## config.mk

```make
export PLATFORM = sky130hd
export DESIGN_NAME = job_ctrl
export DESIGN_NICKNAME = d
export VERILOG_FILES = /design/src/rtl/capi_pkg.sv /design/src/rtl/job_ctrl.sv
export SDC_FILE = /design/constraint.sdc
export NUM_CORES = 1
export LEC_CHECK = 0
export CAP_MARGIN = 15
export CORE_ASPECT_RATIO = 1.25
export CORE_UTILIZATION = 49
export DETAILED_ROUTE_END_ITERATION = 16
export PLACE_DENSITY = 0.87
export REMOVE_ABC_BUFFERS = 1
export SLEW_MARGIN = 10
export SYNTH_ARGS = -nofsm -noshare
export SYNTH_HDL_FRONTEND = slang
export SYNTH_SLANG_ARGS = --single-unit
```

## constraint.sdc

```tcl
create_clock -name ha_pclock -period 4.5 [get_ports ha_pclock]
set_clock_uncertainty 0.1 [all_clocks]
set_input_delay 1.35 -clock ha_pclock [delete_from_list [all_inputs] [get_ports ha_pclock]]
set_output_delay 1.35 -clock ha_pclock [all_outputs]
set_load 0.005 [all_outputs]
```

## src/rtl/capi_pkg.sv

```systemverilog
// Shared definitions for the PSL job-control interface: command codes, error codes,
// job state encoding and the odd-parity helper.
package capi_pkg;

    localparam logic [7:0]  JCOM_RESET = 8'h80;
    localparam logic [7:0]  JCOM_START = 8'h90;
    localparam logic [7:0]  JCOM_LLCMD = 8'h45;

    localparam logic [63:0] JERR_JCOM_PAR   = 64'h1;
    localparam logic [63:0] JERR_JEA_PAR    = 64'h2;
    localparam logic [63:0] JERR_START_BUSY = 64'h4;
    localparam logic [63:0] JERR_NOT_ARMED  = 64'h8;

    typedef enum logic [1:0] {
        ST_IDLE      = 2'd0,
        ST_RESETTING = 2'd1,
        ST_RUNNING   = 2'd2,
        ST_FINISH    = 2'd3
    } job_state_t;

    // Odd parity holds when data and its parity bit together carry an odd number of ones.
    function automatic logic odd_par_ok(input logic [63:0] data, input logic par);
        return ^{data, par};
    endfunction

endpackage

```

## src/rtl/job_ctrl.sv

```systemverilog
// PSL job-control front end: decodes jcom, runs the job state machine and sequences
// the AFU core through core_reset/core_start/core_done. Every output is a flop.
module job_ctrl
    import capi_pkg::*;
#(
    parameter int RESET_CYCLES = 8,
    parameter int PARITY_EN    = 1
) (
    input  logic        ha_pclock,
    input  logic        ha_preset_n,
    input  logic        ha_jval,
    input  logic [7:0]  ha_jcom,
    input  logic        ha_jcompar,
    input  logic [63:0] ha_jea,
    input  logic        ha_jeapar,
    output logic        ah_jrunning,
    output logic        ah_jdone,
    output logic        ah_jcack,
    output logic [63:0] ah_jerror,
    output logic        ah_jyield,
    output logic        ah_paren,
    output logic        core_reset,
    output logic        core_start,
    output logic [63:0] core_ea,
    input  logic        core_done,
    input  logic [63:0] core_error
);

    localparam int               CNT_W    = $clog2(RESET_CYCLES + 1);
    localparam logic [CNT_W-1:0] CNT_LOAD = CNT_W'(RESET_CYCLES);

    job_state_t       state_q, state_d;
    logic             armed_q, armed_d;
    logic [63:0]      sticky_q, sticky_d;
    logic [CNT_W-1:0] cnt_q, cnt_d;
    logic             jrunning_q, jdone_q, jdone_d, jcack_q, jcack_d;
    logic [63:0]      jerror_q, jerror_d;
    logic             core_reset_q, core_start_q, core_start_d;
    logic [63:0]      core_ea_q, core_ea_d;
    logic             jcom_bad_s, jea_bad_s, start_busy_s;

    assign jcom_bad_s   = (PARITY_EN != 0) && !odd_par_ok({56'h0, ha_jcom}, ha_jcompar);
    assign jea_bad_s    = (PARITY_EN != 0) && (ha_jcom == JCOM_START) && !odd_par_ok(ha_jea, ha_jeapar);
    assign start_busy_s = ha_jval && (ha_jcom == JCOM_START) && (state_q == ST_RUNNING);

    // Next-state decode; a jval command is applied last so it overrides the state's own progress.
    always_comb begin
        state_d      = state_q;
        armed_d      = armed_q;
        sticky_d     = sticky_q;
        cnt_d        = (cnt_q != {CNT_W{1'b0}}) ? cnt_q - CNT_W'(1) : {CNT_W{1'b0}};
        core_ea_d    = core_ea_q;
        core_start_d = 1'b0;
        jcack_d      = 1'b0;
        jdone_d      = 1'b0;
        jerror_d     = 64'h0;
        case (state_q)
            ST_RESETTING: begin
                if (cnt_q <= CNT_W'(1)) begin
                    state_d  = ST_FINISH;
                    jdone_d  = 1'b1;
                    armed_d  = 1'b1;
                    sticky_d = 64'h0;
                end else begin
                    state_d = ST_RESETTING;
                end
            end
            ST_RUNNING: begin
                if (core_done) begin
                    state_d  = ST_FINISH;
                    jdone_d  = 1'b1;
                    jerror_d = core_error | sticky_q | (start_busy_s ? JERR_START_BUSY : 64'h0);
                end else begin
                    state_d = ST_RUNNING;
                end
            end
            ST_FINISH: state_d = ST_IDLE;
            ST_IDLE:   state_d = ST_IDLE;
            default:   state_d = ST_IDLE;
        endcase

        if (ha_jval) begin
            if (jcom_bad_s || jea_bad_s) begin
                // Corrupted command: abort whatever runs, flush the core and disarm.
                state_d  = ST_FINISH;
                jdone_d  = 1'b1;
                jerror_d = jcom_bad_s ? JERR_JCOM_PAR : JERR_JEA_PAR;
                armed_d  = 1'b0;
                cnt_d    = CNT_LOAD;
            end else begin
                case (ha_jcom)
                    JCOM_RESET: begin
                        state_d  = ST_RESETTING;
                        cnt_d    = CNT_LOAD;
                        jdone_d  = 1'b0;
                        jerror_d = 64'h0;
                    end
                    JCOM_START: begin
                        case (state_q)
                            ST_IDLE: begin
                                if (armed_q) begin
                                    state_d      = ST_RUNNING;
                                    core_start_d = 1'b1;
                                    core_ea_d    = ha_jea;
                                    sticky_d     = 64'h0;
                                end else begin
                                    state_d  = ST_FINISH;
                                    jdone_d  = 1'b1;
                                    jerror_d = JERR_NOT_ARMED;
                                end
                            end
                            ST_RUNNING: sticky_d = sticky_q | JERR_START_BUSY;
                            default:    sticky_d = sticky_q;
                        endcase
                    end
                    JCOM_LLCMD: begin
                        if (state_q == ST_RUNNING) begin
                            jcack_d = 1'b1;
                        end else begin
                            jcack_d = 1'b0;
                        end
                    end
                    default: jcack_d = 1'b0;
                endcase
            end
        end else begin
            jcack_d = 1'b0;
        end
    end

    // State and registered outputs.
    always_ff @(posedge ha_pclock or negedge ha_preset_n) begin
        if (!ha_preset_n) begin
            state_q      <= ST_IDLE;
            armed_q      <= 1'b0;
            sticky_q     <= 64'h0;
            cnt_q        <= {CNT_W{1'b0}};
            jrunning_q   <= 1'b0;
            jdone_q      <= 1'b0;
            jcack_q      <= 1'b0;
            jerror_q     <= 64'h0;
            core_reset_q <= 1'b0;
            core_start_q <= 1'b0;
            core_ea_q    <= 64'h0;
        end else begin
            state_q      <= state_d;
            armed_q      <= armed_d;
            sticky_q     <= sticky_d;
            cnt_q        <= cnt_d;
            jrunning_q   <= (state_d == ST_RUNNING);
            jdone_q      <= jdone_d;
            jcack_q      <= jcack_d;
            jerror_q     <= jerror_d;
            core_reset_q <= (cnt_d != {CNT_W{1'b0}});
            core_start_q <= core_start_d;
            core_ea_q    <= core_ea_d;
        end
    end

    assign ah_jrunning = jrunning_q;
    assign ah_jdone    = jdone_q;
    assign ah_jcack    = jcack_q;
    assign ah_jerror   = jerror_q;
    assign ah_jyield   = 1'b0;
    assign ah_paren    = (PARITY_EN != 0) ? 1'b1 : 1'b0;
    assign core_reset  = core_reset_q;
    assign core_start  = core_start_q;
    assign core_ea     = core_ea_q;

endmodule

```

==> results of run 1 <==
==> kinds of logic (layout without fill, tap and decap cells) <==
group / Yosys count / in the layout
DFF: 204 / 204
adders and majority gates: 4 / 4
and+or+nand+nor: 233 / 233
AOI/OAI and AO/OA: 28 / 28
xor gates and xnor gates: 71 / 71
other: 2 / 3
buffers and inverters: 28 / 328
muxes: 65 / 65
==> power by group <==
group	leakage [nW]	switching, mW	internal (mW)
combinational	2.29	0.533	0.589
sequential	2.82	0.0567	1.96
clock	0.328	0.666	1.01
==> per-stage QoR <==
stage | utilization | total power, mW | TNS, ns
after floorplan | - | 2.55 | -137.83
after detailed placement | 0.703 | 3.18 | -4.50
after global placement | 0.703 | 3.16 | -0.144
after CTS | 0.746 | 4.88 | 0
after global routing | 0.746 | 5.05 | 0
final | 0.746 | 4.82 | 0
==> metal layers <==
| metal | track usage | wire [µm] | vias to the layer above |
|---|---|---|---|
| met4 | 0.0864 | 599 | 0 |
| met5 | 0 | 0 | - |
| li1 | - | - | 2613 |
| met2 | 0.401 | 9470 | 265 |
| met3 | 0.0960 | 2270 | 41 |
| met1 | 0.265 | 7290 | 2687 |
==> cell type report <==
cell class,count,share of cell area
antenna,1,0.000214
clock buffer,34,0.0542
clock inverter,2,0.00299
inverter,4,0.00128
multi-input combinational,403,0.232
sequential,204,0.436
tap,212,0.0227
timing repair buffer,288,0.251
==> path summary, 6_finish.rpt <==
path                            endpoint         from  cells past startpoint  slack, ns
max                          core_ea[32]   ha_jea[57]                     12       0.48
min reg2reg                 ah_jerror[4]  sticky_q[4]                      2       0.38
max reg2reg                ah_jerror[23]   state_q[0]                      8       2.30
min in group asynchronous   sticky_q[11]  ha_preset_n                      1       0.81
min                         ah_jerror[4]  sticky_q[4]                      2       0.38
max in group asynchronous     core_ea[8]  ha_preset_n                      2       2.52
==> registers in the layout (all words and copies together), names as in the netlist <==
register     cells
armed_q          1
sticky_q        64
state_q          2
core_reset       1
cnt_q            4
ah_jdone         1
ah_jerror       64
core_ea         64
core_start       1
ah_jcack         1
ah_jrunning      1
==> placed cells by master (no fill, tap or decap), types with 2 or more instances in the layout <==
| cell type | Yosys | layout |
|---|---|---|
| clkdlybuf4s50_1 | 0 | 273 |
| dfrtp_1 | 204 | 204 |
| nor2_1 | 138 | 138 |
| and2_1 | 64 | 64 |
| xnor2_1 | 61 | 61 |
| mux2_2 | 60 | 60 |
| clkbuf_16 | 0 | 21 |
| nand2_1 | 11 | 11 |
| a21oi_1 | 10 | 10 |
| xor2_1 | 9 | 9 |
| o21ai_0 | 7 | 7 |
| clkbuf_1 | 15 | 7 |
| clkbuf_8 | 0 | 7 |
| buf_12 | 0 | 7 |
| buf_4 | 7 | 7 |
| nor3_1 | 5 | 5 |
| mux2_1 | 5 | 5 |
| inv_1 | 4 | 4 |
| ha_1 | 4 | 4 |
| nand2b_1 | 3 | 3 |
| o21a_1 | 2 | 2 |
| a21boi_0 | 2 | 2 |
| nand4_1 | 2 | 2 |
| nand3b_1 | 2 | 2 |
| conb_1 | 2 | 2 |
==> worst register-to-register path: stages, from the launching register on <==
cell and delay [ns]:
dfrtp_1 0.40, inv_1 0.09, ha_1 0.28, nand2_1 0.21, nor2_1 0.19, inv_1 0.08, o32a_2 0.36, buf_12 0.20
nor2_1 0.20
==> summary.md, run 1 <==
| Metric | Value |
|---|---|
| Outcome | `finished, final reports clean` |
| Fill cell count | `983` |
| Pin count of the biggest net entering global routing | `90` |
| Post-Syn Instances | `635` |
| H-Tree Level Count | `1` |
| Num ports | `277` |
| Die X | `116 µm` |
| Power per cell area | `412 mW/mm²` |
| #FFs+latches synth | `204` |
| Final hold violation count | `0` |
| Initial core utilization | `0.506` |
| Setup bufs post-CTS | `0` |
| Routability cong. | `0.797` |
| Area of the multi-input gates | `0.00271 mm²` |
| Clock sinks | `204` |
| Initial antenna violation count | `0` |
| Commonest cells post-synth | `dfrtp_1 (204), nor2_1 (138), and2_1 (64), xnor2_1 (61), mux2_2 (60)` |
| Synthesized cell area | `0.00794 mm²` |
| Post-synth EDFFs | `0` |
| Most common cell in the netlist | `dfrtp_1` |
| Per-cell routed wire length | `17.1 µm` |
| Sequential area share after synthesis | `0.643` |
| Yosys warns | `0` |
| Synth top area cells | `dfrtp_1 (64%), mux2_2 (8.5%), xnor2_1 (6.7%), nor2_1 (6.5%), and2_1 (5.0%)` |
| Worst path required time | `4.77 ns` |
| GRT Util Overall | `0.236` |
| Setup crit end kind | `register` |
| CP Cell Sequence | `clkdlybuf4s50_1 > xor2_1 > xnor2_1 > xnor2_1 > xnor2_1 > xnor2_1 > xnor3_1 > a21o_1 > nor3_4 > buf_12 > buf_12 > mux2_2` |
| Post-Synth Adder-Cell Area | `0.00630` |
| Height of the chip | `144 µm` |
| Reg area | `0.00510 mm²` |
| XOR/XNOR Fraction of Synth Area | `0.0800` |
| CP delay by family, top | `XOR/XNOR gates` |
| Post-Synth Simple-Gate Area | `0.139` |
| Final setup viols | `0` |
| Hold_buf cts | `0` |
| Worst-skew pair later-pin latency | `0.48 ns` |
| DR DRC count | `0` |
| VDD IR-drop max | `0.356 mV` |
| Worst hold-check path type | `register to register` |
| TritonCTS clock tree | `done` |
| Yosys top cell area share | `0.643` |
| Detailed Route WL | `19.6 mm` |
| Core ar. | `0.0157 mm²` |
| Max frequency | `249 MHz` |
| Compound-cell area share of the yosys netlist | `0.0222` |
| Clock Path Buffers | `3` |
| Detail Placement HPWL | `14.1 mm` |
| Port buffer count | `274` |
| Post_cts resized | `0` |
| Row count | `51` |
| Final Critical Period | `4.02 ns` |
| Vias | `5606` |
| Critical path startpoint category | `input port` |
| Max-cap violation count | `0` |
| Fin area | `0.0117 mm²` |
| Dpl cells | `1111` |
| Setup CP Type | `input port to register` |
| Final Max Slew Viols | `0` |
| Worst-path clk slew | `0.06 ns` |
| Fin nets | `1067` |
| Critical Path Most Common Cell | `xnor2_1` |
| First-pass GRT wire length | `30.0 mm` |
| Worst slew pin tran | `0.696 ns` |
| Pleak | `5.44 nW` |
| Layout area overhead | `47.4%` |
| Drt pass-1 iters | `5` |
| Vias in the first global route | `5828` |
| Slowest stage delay, CP | `0.52 ns` |
| Post-Place Cell Area | `0.0110 mm²` |
| Post-synthesis cell type count | `38` |
| Pre-CTS setup slack | `-0.102 ns` |
| Antenna-violating nets left | `0` |
| CP Data Arrival Time | `4.28 ns` |
| Main flop type after synthesis | `dfrtp_1` |
| Grt ovf | `0` |
| Main combinational cell family by area after synthesis | `simple AND/OR/NAND/NOR gates` |
| Tcrit/Tclk final | `0.893` |
| Fin cells | `1148` |
| RSZ-0062 raised after global routing | `no` |
| Buffers & Inverters on Critical Path | `3` |
| Synth area leader | `dfrtp_1` |
| Fraction of layout cells with a size suffix above 1 | `0.114` |
| Worst slew margin | `0.536` |
| Async set or reset register ratio after synthesis | `1.00` |
| Clock root cell | `clkbuf_16` |
| Hold Slack | `0.383 ns` |
| Num CTS Buffers | `20` |
| Syn avg cell area | `12.5 µm²` |
| Post-synthesis mux area share | `0.0922` |
| Max FO, Critical Path | `15` |
| Die Area | `0.0167 mm²` |
| CP max stage cell | `clkdlybuf4s50_1` |
| Iteration-0 DRC Markers | `206` |
| Setup ws final | `0.483 ns` |
| Vias per inst | `4.88` |
Note: power is estimated with default switching activity, not from simulation.
==> run 2: changes to the inputs <==
CTS_CLUSTER_DIAMETER = 30   (was unset)
clock period = 5.2 ns   (was 4.5 ns; I/O delays follow)
==> run 2 against run 1 <==
  * Sequential share of layout area shrank 1.5 points
  * Design area increased by 3.5%
  * First-iteration DRC count grew 11%
  * Critical endpoint is now core_ea[16]
  * Sequential power shrank 13%
  * Worst hold slack worse by 0.0018 ns
  * Largest power group is now the clock network
  * Cell count up 1.6%
  * Register-to-register slack gained 0.62 ns
  * Wire length increased by 7.1%
  * Critical path type unchanged
  * Total power increased by 2.6%
==> summary.md, run 2 (synthesis results as in run 1) <==
| Metric | Value |
|---|---|
| Outcome | `finished, final reports clean` |
| Power per cell area | `408 mW/mm² (-0.84%)` |
| Initial antenna violation count | `0 (unchanged)` |
| Vias in the first global route | `6403 (+9.9%)` |
| Antenna-violating nets left | `0 (unchanged)` |
| CP Cell Sequence | `clkdlybuf4s50_1 > xor2_1 > xnor2_1 > xnor2_1 > xnor2_1 > xnor2_1 > xnor3_1 > a21o_1 > nor3_4 > buf_12 > mux2_2` |
| Clock root cell | `clkbuf_16` |
| Setup bufs post-CTS | `0 (unchanged)` |
| H-Tree Level Count | `2 (+1)` |
| Num CTS Buffers | `36 (+80%)` |
| Final setup viols | `0 (unchanged)` |
| Detail Placement HPWL | `13.7 mm (-2.9%)` |
| Worst-skew pair later-pin latency | `0.48 ns (about the same)` |
| TritonCTS clock tree | `done` |
| Reg area | `0.00510 mm² (unchanged)` |
| Vias per inst | `4.96 (+1.6%)` |
| Routability cong. | `0.794 (-0.45%)` |
| Hold_buf cts | `0 (unchanged)` |
| Ant. Diodes | `0 (-1)` |
| Final Critical Period | `4.59 ns` |
| Setup CP Type | `input port to register` |
| Critical Path Most Common Cell | `xnor2_1` |
| Top Metal Used | `met4` |
| First-pass GRT wire length | `32.7 mm (+8.9%)` |
| Row count | `51 (unchanged)` |
| Setup crit end kind | `register` |
| Fill cell count | `959 (-2.4%)` |
| Core ar. | `0.0157 mm² (unchanged)` |
| Pin count of the biggest net entering global routing | `114 (+27%)` |
| Grt ovf | `0 (unchanged)` |
| DR DRC count | `0 (unchanged)` |
| Worst-path clk slew | `0.05 ns (about the same)` |
| Clock Path Buffers | `3 (unchanged)` |
| Commonest non-fill, non-tap cell in the layout | `clkdlybuf4s50_1` |
| Per-cell routed wire length | `18.0 µm (+5.4%)` |
| VDD IR-drop max | `0.331 mV (-7.1%)` |
| CP max stage cell | `clkdlybuf4s50_1` |
| Slowest stage delay, CP | `0.53 ns (about the same)` |
| Tot Pwr | `4.94 mW (+2.6%)` |
| Worst slew margin | `0.391 (-0.145)` |
| Iteration-0 DRC Markers | `229 (+11%)` |
| Height of the chip | `144 µm (unchanged)` |
| Final Max Slew Viols | `0 (unchanged)` |
| Initial core utilization | `0.506 (unchanged)` |
| Fin area | `0.0121 mm² (+3.5%)` |
| Post-Place Cell Area | `0.0109 mm² (-0.88%)` |
| Drt pass-1 iters | `4 (-1)` |
| Layout area overhead | `52.5%` |
| Pleak | `5.63 nW (+3.5%)` |
| Detailed Route WL | `21.0 mm (+7.1%)` |
| CP Data Arrival Time | `4.84 ns (+0.56 ns)` |
| Die Area | `0.0167 mm² (unchanged)` |
| Worst hold-check path type | `register to register` |
| Fin nets | `1075 (+0.75%)` |
| Tcrit/Tclk final | `0.882` |
| Num ports | `277 (unchanged)` |
| Commonest cells after routing, fill and taps aside | `clkdlybuf4s50_1 (273), dfrtp_1 (204), nor2_1 (138)` |
| Clock sinks | `204 (unchanged)` |
| Die X | `116 µm (unchanged)` |
| Port buffer count | `274 (unchanged)` |
| Worst path required time | `5.45 ns (+0.68 ns)` |
| Area of the multi-input gates | `0.00271 mm² (unchanged)` |
| WL met3 | `2.44 mm (+7.2%)` |
| Final hold violation count | `0 (unchanged)` |
| Max-cap violation count | `0 (unchanged)` |
| Fraction of layout cells with a size suffix above 1 | `0.134 (+0.0197)` |
| Critical path startpoint category | `input port` |
| Worst slew pin tran | `0.914 ns (+0.218 ns)` |
| Metal-1 WL | `7.37 mm (+1.1%)` |
| Max frequency | `218 MHz` |
| Met2 Routed Length | `10.6 mm (+12%)` |
| Vias | `5783 (+3.2%)` |
| RSZ-0062 raised after global routing | `no` |
| Max FO, Critical Path | `64 (+49)` |
| GRT Util Overall | `0.258 (+0.0220)` |
| Post_cts resized | `0 (unchanged)` |
## run 2: changes by cell type in the layout (fill, tap and decap cells not counted), sizes merged
cell / delta
clkinv: +7
bufinv: +1
buf: -8
clkinvlp: +3
clkbuf: +13
diode: -1
inv: +3
## run 2: final timing paths
check / from / slack [ns] / cells past startpoint / endpoint
max in group asynchronous: ha_preset_n / 2.97 / 2 / core_ea[29]
hold / removal: sticky_q[61] / 0.38 / 1 / sticky_q[61]
min in group asynchronous: ha_preset_n / 1.10 / 1 / ah_jerror[52]
setup reg to reg: state_q[0] / 2.92 / 6 / core_ea[16]
setup / recovery: ha_jea[49] / 0.61 / 11 / core_ea[16]
hold reg to reg: sticky_q[61] / 0.38 / 1 / sticky_q[61]
## run 2: layout make-up
cell class                 count  area share
sequential                   204       0.421
timing repair buffer         280       0.235
multi-input combinational    403       0.224
clock buffer                  47      0.0837
tap                          212      0.0219
clock inverter                16      0.0132
inverter                       4     0.00124
## run 2: where the power goes
group	internal [mW]	total, mW	leakage, nW	switching, mW
Combinational	0.480	0.955	2.24	0.475
Sequential	1.70	1.75	2.82	0.0493
Clock	1.47	2.24	0.572	0.765
Total	3.65	4.94	5.63	1.29
## run 2: critical path, delay by kind of cell
family | cells | cell delay, ns
muxes | 1 | 0.40
xor gates and xnor gates | 6 | 1.42
buffers and inverters | 2 | 0.86
and+or+nand+nor | 1 | 0.25
AOI/OAI and AO/OA | 1 | 0.30
## run 2: per-stage QoR
stage               utilization  hold slack, ns  setup TNS, ns  instances  setup slack [ns]
finish                    0.772           0.381              0       1166             0.613
global route              0.772           0.396              0       1166             0.393
CTS                       0.772           0.384              0       1166             0.624
detailed placement        0.697           0.367              0       1103             0.292
global placement          0.697           0.365              0       1103             0.349
floorplan                     -           0.348         -75.61        611             -1.16
## run 2: routing by layer
layer | up-vias | GRT usage
met5 | - | 0
met4 | 0 | 0.105
met3 | 53 | 0.109
met2 | 283 | 0.454
met1 | 2806 | 0.268
li1 | 2641 | -
==> run 3: changes to the inputs <==
RECOVER_POWER = 25   (was unset)
==> run 3 against run 2 <==
  * The run now ends with max-capacitance violations, max-slew violations left
  * Cell count is the same
  * Total power is essentially flat
  * Core utilization decreased by 0.056 points
  * Flip-flop and latch count stayed put
  * First-iteration DRC count did not move
  * Worst hold slack unchanged
  * Setup slack improved by 0.0067 ns
  * Die area unchanged
  * Critical path depth unchanged
  * Global-route usage stayed put
  * Design area about the same
  * Critical path type unchanged
==> summary.md, run 3 (synthesis results as in run 1) <==
| Metric | Value |
|---|---|
| Final Critical Period | `4.58 ns (-0.00671 ns)` |
| Worst slew margin | `-0.906 (-1.30)` |
| Final setup viols | `0 (unchanged)` |
| Worst-path clk slew | `0.05 ns (about the same)` |
| CP Data Arrival Time | `4.83 ns (about the same)` |
| Failing checks | `max-capacitance violations, max-slew violations` |
| Die X | `116 µm (unchanged)` |
| Post_cts resized | `0 (unchanged)` |
| Vias in the first global route | `6403 (unchanged)` |
| Worst hold-check path type | `register to register` |
| Die Area | `0.0167 mm² (unchanged)` |
| TritonCTS clock tree | `done` |
| RSZ-0062 raised after global routing | `no` |
| Port buffer count | `274 (unchanged)` |
| Fin area | `0.0121 mm² (about the same)` |
| Tcrit/Tclk final | `0.881 (-0.00129)` |
| Num ports | `277 (unchanged)` |
| Per-cell routed wire length | `18.0 µm (about the same)` |
| Clock sinks | `204 (unchanged)` |
| Worst r2r path cells | `6 (unchanged)` |
| Initial antenna violation count | `0 (unchanged)` |
| Worst path required time | `5.45 ns (about the same)` |
| First-pass GRT wire length | `32.7 mm (unchanged)` |
| Tot Pwr | `4.94 mW (about the same)` |
| R2R setup slack | `2.92 ns (about the same)` |
| Critical path startpoint category | `input port` |
| Detail Placement HPWL | `13.7 mm (unchanged)` |
| Outcome | `finished, violations left` |
| Vias | `5777 (-0.10%)` |
| Drt pass-1 iters | `4 (unchanged)` |
| Setup ws final | `0.620 ns (+0.00671 ns)` |
| Layout area overhead | `52.4% (about the same)` |
| Detailed Route WL | `21.0 mm (about the same)` |
| Final Max Slew Viols | `113 (+113)` |
| Setup bufs post-CTS | `0 (unchanged)` |
| Row count | `51 (unchanged)` |
| Fin nets | `1075 (unchanged)` |
| Iteration-0 DRC Markers | `229 (unchanged)` |
| Worst flop-to-flop path endpoint | `core_ea[16]` |
| Setup crit end kind | `register` |
| Worst-skew pair later-pin latency | `0.48 ns (about the same)` |
| Pleak | `5.63 nW (about the same)` |
| GRT Util Overall | `0.258 (unchanged)` |
| Cell depth of the worst hold path | `1 (unchanged)` |
| Fraction of layout cells with a size suffix above 1 | `0.134 (unchanged)` |
| Max frequency | `218 MHz (+0.15%)` |
| Pin count of the biggest net entering global routing | `114 (unchanged)` |
| Clock root cell | `clkbuf_16` |
| Grt ovf | `0 (unchanged)` |
| Post-Place Cell Area | `0.0109 mm² (unchanged)` |
| Commonest non-fill, non-tap cell in the layout | `clkdlybuf4s50_1` |
| Core ar. | `0.0157 mm² (unchanged)` |
| Clock Path Buffers | `3 (unchanged)` |
| Max FO, Critical Path | `64 (unchanged)` |
| VDD IR-drop max | `0.322 mV (-2.7%)` |
| Power per cell area | `408 mW/mm² (about the same)` |
| Max-cap violation count | `1 (+1)` |
| Setup CP Type | `input port to register` |
| Ant. Diodes | `0 (unchanged)` |
| Height of the chip | `144 µm (unchanged)` |
| Hold_buf cts | `0 (unchanged)` |
| Commonest cells after routing, fill and taps aside | `clkdlybuf4s50_1 (273), dfrtp_1 (204), nor2_1 (138)` |
| Worst Hold Path EP | `sticky_q[61]` |
| DR DRC count | `0 (unchanged)` |
| Vias per inst | `4.95 (-0.10%)` |
| Antenna-violating nets left | `0 (unchanged)` |
| Final hold violation count | `0 (unchanged)` |
| Worst slew pin tran | `2.86 ns (+1.95 ns)` |
| Worst hold start | `sticky_q[61]` |
| Crit. Startpoint | `ha_jea[49]` |
| H-Tree Level Count | `2 (unchanged)` |
| Routability cong. | `0.794 (unchanged)` |
| Initial core utilization | `0.506 (unchanged)` |
| Pre-CTS setup slack | `0.292 ns (unchanged)` |
| Reg-to-Reg Start | `state_q[0]` |
| Num CTS Buffers | `36 (unchanged)` |
-- run 3: changes by cell type in the layout (fill, tap and decap cells not counted) --
cell / delta
clkbuf_8: -1
clkbuf_2: +1
-- run 3: metrics by stage --
stage,util,hold slack [ns],cells,setup TNS (ns)
2_1_floorplan,-,0.348,611,-75.61
3_3_place_gp,0.697,0.365,1103,0
3_5_place_dp,0.697,0.367,1103,0
4_1_cts,0.772,0.384,1166,0
5_1_grt,0.771,0.396,1166,0
6_report,0.771,0.381,1166,0
-- run 3: final cells by class --
class / count / area [µm²]
Fill cell: 959 / 3590
Tap cell: 212 / 265
Clock buffer: 47 / 1010
Inverter: 4 / 15.0
Multi-Input combinational cell: 403 / 2710
Clock inverter: 16 / 160
Timing Repair Buffer: 280 / 2830
Sequential cell: 204 / 5100
-- run 3: worst max path at each step --
stage,to,cells past startpoint
finish,core_ea[16],11
global route,core_ea[33],11
CTS,core_ea[16],11
detailed placement,core_ea[31],11
global placement,core_ea[27],11
floorplan,sticky_q[0],8
-- run 3: power by group --
group	internal [mW]	total, mW	switching (mW)
logic	0.480	0.953	0.473
clock network	1.47	2.24	0.766
registers	1.70	1.75	0.0494
-- run 3: critical path, cell delays in order --
cell and delay, ns:
clkdlybuf4s50_1 0.53, xor2_1 0.18, xnor2_1 0.13, xnor2_1 0.31, xnor2_1 0.14, xnor2_1 0.22
xnor3_1 0.43, a21o_1 0.30, nor3_4 0.25, buf_12 0.33, mux2_2 0.40
-- run 3: layer usage --
layer,GRT usage,up-vias,share of wire
li1,-,2641,-
met1,0.268,2803,0.35
met2,0.454,280,0.50
met3,0.109,53,0.12
met4,0.105,0,0.030
met5,0,-,0
